===== config.mk =====
export PLATFORM = sky130hd
export DESIGN_NAME = clk_en_sched
export DESIGN_NICKNAME = d
export VERILOG_FILES = /design/src/rtl/clk_en_sched.sv
export SDC_FILE = /design/constraint.sdc
export NUM_CORES = 1
export LEC_CHECK = 0
export ABC_AREA = 1
export CORE_MARGIN = 3
export CORE_UTILIZATION = 35
export DETAILED_ROUTE_END_ITERATION = 16
export PLACE_DENSITY = 0.55
export SETUP_SLACK_MARGIN = 0.3
export SLEW_MARGIN = 30
export SYNTH_ARGS = -nofsm -noshare
export SYNTH_HDL_FRONTEND = slang
export SYNTH_SLANG_ARGS = --single-unit

===== constraint.sdc =====
create_clock -name clk -period 2.8 [get_ports clk]
set_input_delay 0.28 -clock clk [delete_from_list [all_inputs] [get_ports clk]]
set_output_delay 0.28 -clock clk [all_outputs]
set_load 0.1 [all_outputs]

===== src/rtl/clk_en_sched.sv =====
// Single-clock enable scheduler: divided strobe grants one round-robin requester a counter sample.
// strobe/grant/sample/overrun land one cycle after the strobe condition; a full, unaccepted slot turns the strobe into an overrun pulse.
module clk_en_sched #(
    parameter int NREQ = 4,
    parameter int CW   = 8,
    parameter int DW   = 4,
    localparam int IW  = (NREQ > 1) ? $clog2(NREQ) : 1
) (
    input  logic            clk,
    input  logic            reset_l,
    input  logic            run,
    input  logic [DW-1:0]   div,
    input  logic            load_div,
    input  logic [NREQ-1:0] req,
    output logic [NREQ-1:0] grant,
    output logic            strobe,
    output logic [CW-1:0]   cnt,
    output logic [CW-1:0]   sample,
    output logic [IW-1:0]   sample_id,
    output logic            sample_valid,
    input  logic            sample_ready,
    output logic            overrun
);

    logic [DW-1:0]   ratio;
    logic [DW-1:0]   div_cnt;
    logic [DW-1:0]   ratio_last;
    logic [IW-1:0]   rr_ptr;
    logic [IW-1:0]   rr_nxt;
    logic [IW-1:0]   pick_idx;
    logic [IW-1:0]   sel_idx;
    logic            pick_vld;
    logic            strobe_cond;
    logic            slot_free;
    logic            do_grant;
    logic            do_overrun;
    logic [NREQ-1:0] grant_nxt;

    assign ratio_last  = ratio - DW'(1);
    assign strobe_cond = run && (div_cnt == ratio_last);
    assign slot_free   = !sample_valid || sample_ready;
    assign do_grant    = strobe_cond && pick_vld && slot_free;
    assign do_overrun  = strobe_cond && pick_vld && !slot_free;

    // Scan from the highest offset down so the lowest offset from rr_ptr wins.
    always_comb begin
        pick_vld = 1'b0;
        pick_idx = '0;
        sel_idx  = '0;
        for (int i = NREQ - 1; i >= 0; i--) begin
            sel_idx = IW'((int'(rr_ptr) + i) % NREQ);
            if (req[sel_idx]) begin
                pick_vld = 1'b1;
                pick_idx = sel_idx;
            end
        end
    end

    assign rr_nxt    = (pick_idx == IW'(NREQ - 1)) ? '0 : pick_idx + IW'(1);
    assign grant_nxt = {{(NREQ-1){1'b0}}, 1'b1} << pick_idx;

    always_ff @(posedge clk or negedge reset_l) begin
        if (!reset_l) begin
            ratio   <= DW'(1);
            div_cnt <= '0;
            cnt     <= '0;
            strobe  <= 1'b0;
        end else begin
            strobe <= strobe_cond;
            if (run) begin
                cnt <= cnt + CW'(1);
            end
            if (load_div) begin
                ratio <= (div == '0) ? DW'(1) : div;
            end
            if (!run || load_div || strobe_cond) begin
                div_cnt <= '0;
            end else begin
                div_cnt <= div_cnt + DW'(1);
            end
        end
    end

    // sample takes cnt as registered this cycle, i.e. before this edge's increment.
    always_ff @(posedge clk or negedge reset_l) begin
        if (!reset_l) begin
            rr_ptr       <= '0;
            grant        <= '0;
            sample       <= '0;
            sample_id    <= '0;
            sample_valid <= 1'b0;
            overrun      <= 1'b0;
        end else begin
            grant   <= do_grant ? grant_nxt : '0;
            overrun <= do_overrun;
            if (do_grant) begin
                sample       <= cnt;
                sample_id    <= pick_idx;
                sample_valid <= 1'b1;
                rr_ptr       <= rr_nxt;
            end else if (sample_ready) begin
                sample_valid <= 1'b0;
            end
        end
    end

endmodule


==> flow_metrics.py <==
metrics = {
    "outcome": {
        "status": "complete, no violations",
    },
    "route": {
        "drtIter0Drc": 43,
        "drt_pass1_iterations": 4,
        "num_vias": 1469,
        "antenna_left": 0,
        "routed_wl_mm": 3.561,
        "post-route-drc-count": 0,
        "via_per_inst": 4.372,
        "wl_per_cell_um": 10.60,
    },
    "timing": {
        "period_needed_ps": 1932,
        "fmax_ghz": 0.5175,
        "fin_skew_ps": 6.237,
        "drv_slew": 0,
        "hold_slack_ps": 82.52,
        "slew_headroom": 0.4766,
        "setup_viol": 0,
        "fin_crit_sh": 0.6902,
        "hold_violations": 0,
        "tightest_slew_ps": 785.0,
        "setup-tns-final_ps": 0,
        "rsz0062_at_grt": "no",
    },
    "clock_network": {
        "holdBufCountCts": 0,
        "clkTransAtPathRegs_ps": 70,
        "numCtsBuffers": 5,
        "cts.path.max_buffers": 2,
        "cts.sinks": 35,
        "clk_latency_ps": 280,
        "cts_tree": "done",
        "cts_resized": 0,
        "cts_setup_buffers": 0,
        "cts_root_buffer": "clkbuf_8",
        "cts_max_level": 2,
    },
    "setup_path": {
        "cp_data_arrival_time_ps": 2150,
        "crit_path_max_fanout": 12,
        "required_ps": 3020,
        "critical_path_class": "register to register",
        "setup.worst_path.end_class": "register",
        "rr_worst_depth": 11,
        "start_kind": "register",
    },
    "finish": {
        "final_layout_size_suffix_gt1_frac": 0.1710,
        "antenna_cells": 0,
        "finalNetCount": 288,
        "area_delta_synth_final_pct": 24.69,
    },
    "pwr": {
        "ir_worst_vdd_mv": 0.8018,
        "p_leak_nw": 1.245,
        "fin_total_pwr_mw": 2.718,
        "p_per_area_mw_per_mm2": 1188,
    },
    "global_route": {
        "antenna_found_initial": 0,
        "grt_usage": 0.1275,
        "grt-ovfl-total": 0,
        "grt_max_degree": 36,
        "grt_pass1_wl_mm": 6.237,
        "first_global_vias": 1460,
    },
    "placed_design": {
        "gp_congestion": 0.8342,
        "hpwlAfterDp_mm": 2.679,
        "portBuffers": 37,
    },
    "die": {
        "die_w_um": 78.39,
        "fp-row-count": 25,
        "initial_utilization": 0.3759,
        "io_pins": 38,
        "die_y_um": 78.39,
        "dieArea_sq_mm": 0.006145,
        "core_sq_mm": 0.004880,
    },
    "synth": {
        "synth_ff_type": "dfrtp_1",
        "synth_edf_count": 0,
        "ys_types": 24,
        "ys_ff_latch": 35,
        "yosysTopAreaCell": "dfrtp_1",
        "postSynthCellCount": 227,
        "yosysMostFrequentCell": "nand2_1",
        "synth_fp_nets": 247,
        "syn_area_per_cell_sq_um": 8.080,
        "yosysTopAreaCellShare": 0.4638,
        "synthArstFlopShare": 1.000,
        "ys_warn_count": 0,
        "netlist_top_cells_area": "dfrtp_1, nand2_1, inv_1",
        "ys_seq_area_frac": 0.4782,
        "syn_area_sq_mm": 0.001834,
        "synth_commonest_cells": "nand2_1, dfrtp_1, inv_1, nor2_1, nand3_1",
    },
    "job": {
        "maxCapViolCount": 0,
    },
    "hold_path": {
        "min_path_type": "input port to asynchronous set/reset pin",
    },
}
-- flip-flops by register name, indices dropped and copies added, names as in the netlist --
| register | flops |
|---|---|
| cnt | 8 |
| div_cnt | 4 |
| grant | 4 |
| overrun | 1 |
| strobe | 1 |
| sample | 8 |
| sample_valid | 1 |
| ratio | 4 |
| rr_ptr | 2 |
| sample_id | 2 |
-- where the power goes --
group / internal, mW / switching, mW
clock network: 0.224 / 0.166
registers: 0.634 / 0.147
logic: 0.358 / 1.19
-- logic make-up after synthesis --
group	count (synthesis)	share of synthesized area
AOI/OAI and AO/OA	6	0.01842
xor gates and xnor gates	10	0.04775
adders and majority gates	7	0.04775
buffers and inverters	33	0.07981
DFF	35	0.4782
muxes	1	0.006139
and+or+nand+nor	135	0.3220
-- path summary, 6_finish.rpt --
path / startpoint / end / slack, ps
min in group clk: sample[4] / sample[4] / 490
setup reg to reg: ratio[0] / rr_ptr[0] / 870
hold / removal: reset_l / ratio[1] / 80
hold reg to reg: sample[4] / sample[4] / 490
max in group asynchronous: reset_l / rr_ptr[1] / 2220
setup / recovery: ratio[0] / rr_ptr[0] / 870
-- through the flow --
step / cell area (sq um) / setup slack, ps / utilization / instances
after floorplan: 1834 / 787.1 / - / 227
after global placement: 2187 / 840.0 / 0.4482 / 328
after detailed placement: 2187 / 828.3 / 0.4482 / 328
after CTS: 2287 / 809.4 / 0.4687 / 336
after global routing: 2287 / 657.5 / 0.4687 / 336
final: 2287 / 867.5 / 0.4687 / 336
-- worst max-delay path, cell delays in order (launching register included) --
cell     delay (ps)
dfstp_2         540
inv_1            70
ha_1            310
nand2_1          60
inv_1            30
nor2_1           70
nand2_1          90
nor2_4          180
nand3_4         100
nor2_4          260
nand2_1         100
nand2_1          60
-- cell usage in the layout, fill, tap and decap left out, types with 2 or more instances in the layout --
cell	n
nand2_1	91
dfrtp_1	34
inv_1	28
buf_4	25
nor2_1	18
nand3_1	14
clkdlybuf4s50_1	11
ha_1	7
clkbuf_8	7
xor2_1	6
xnor2_1	4
o21ai_0	4
inv_2	2
nor2_4	2
nor2_2	2
nand2_2	2
-- area by class of cell --
type                            count  area (sq um)
Sequential cell                    35         877.1
Multi-Input combinational cell    159         810.8
Inverter                           30         112.6
Tap cell                           67         83.83
Timing Repair Buffer               37         302.8
Fill cell                         511          2592
Clock buffer                        8         100.1
-- layer usage --
layer | routed length [um] | vias up | GRT usage
li1 | - | 772 | -
met1 | 1728 | 673 | 0.1656
met2 | 1680 | 20 | 0.2080
met3 | 113 | 4 | 0.03211
met4 | 38 | 0 | 0.04196
met5 | 0 | - | 0
No activity file was read; power rests on OpenSTA's default activity.
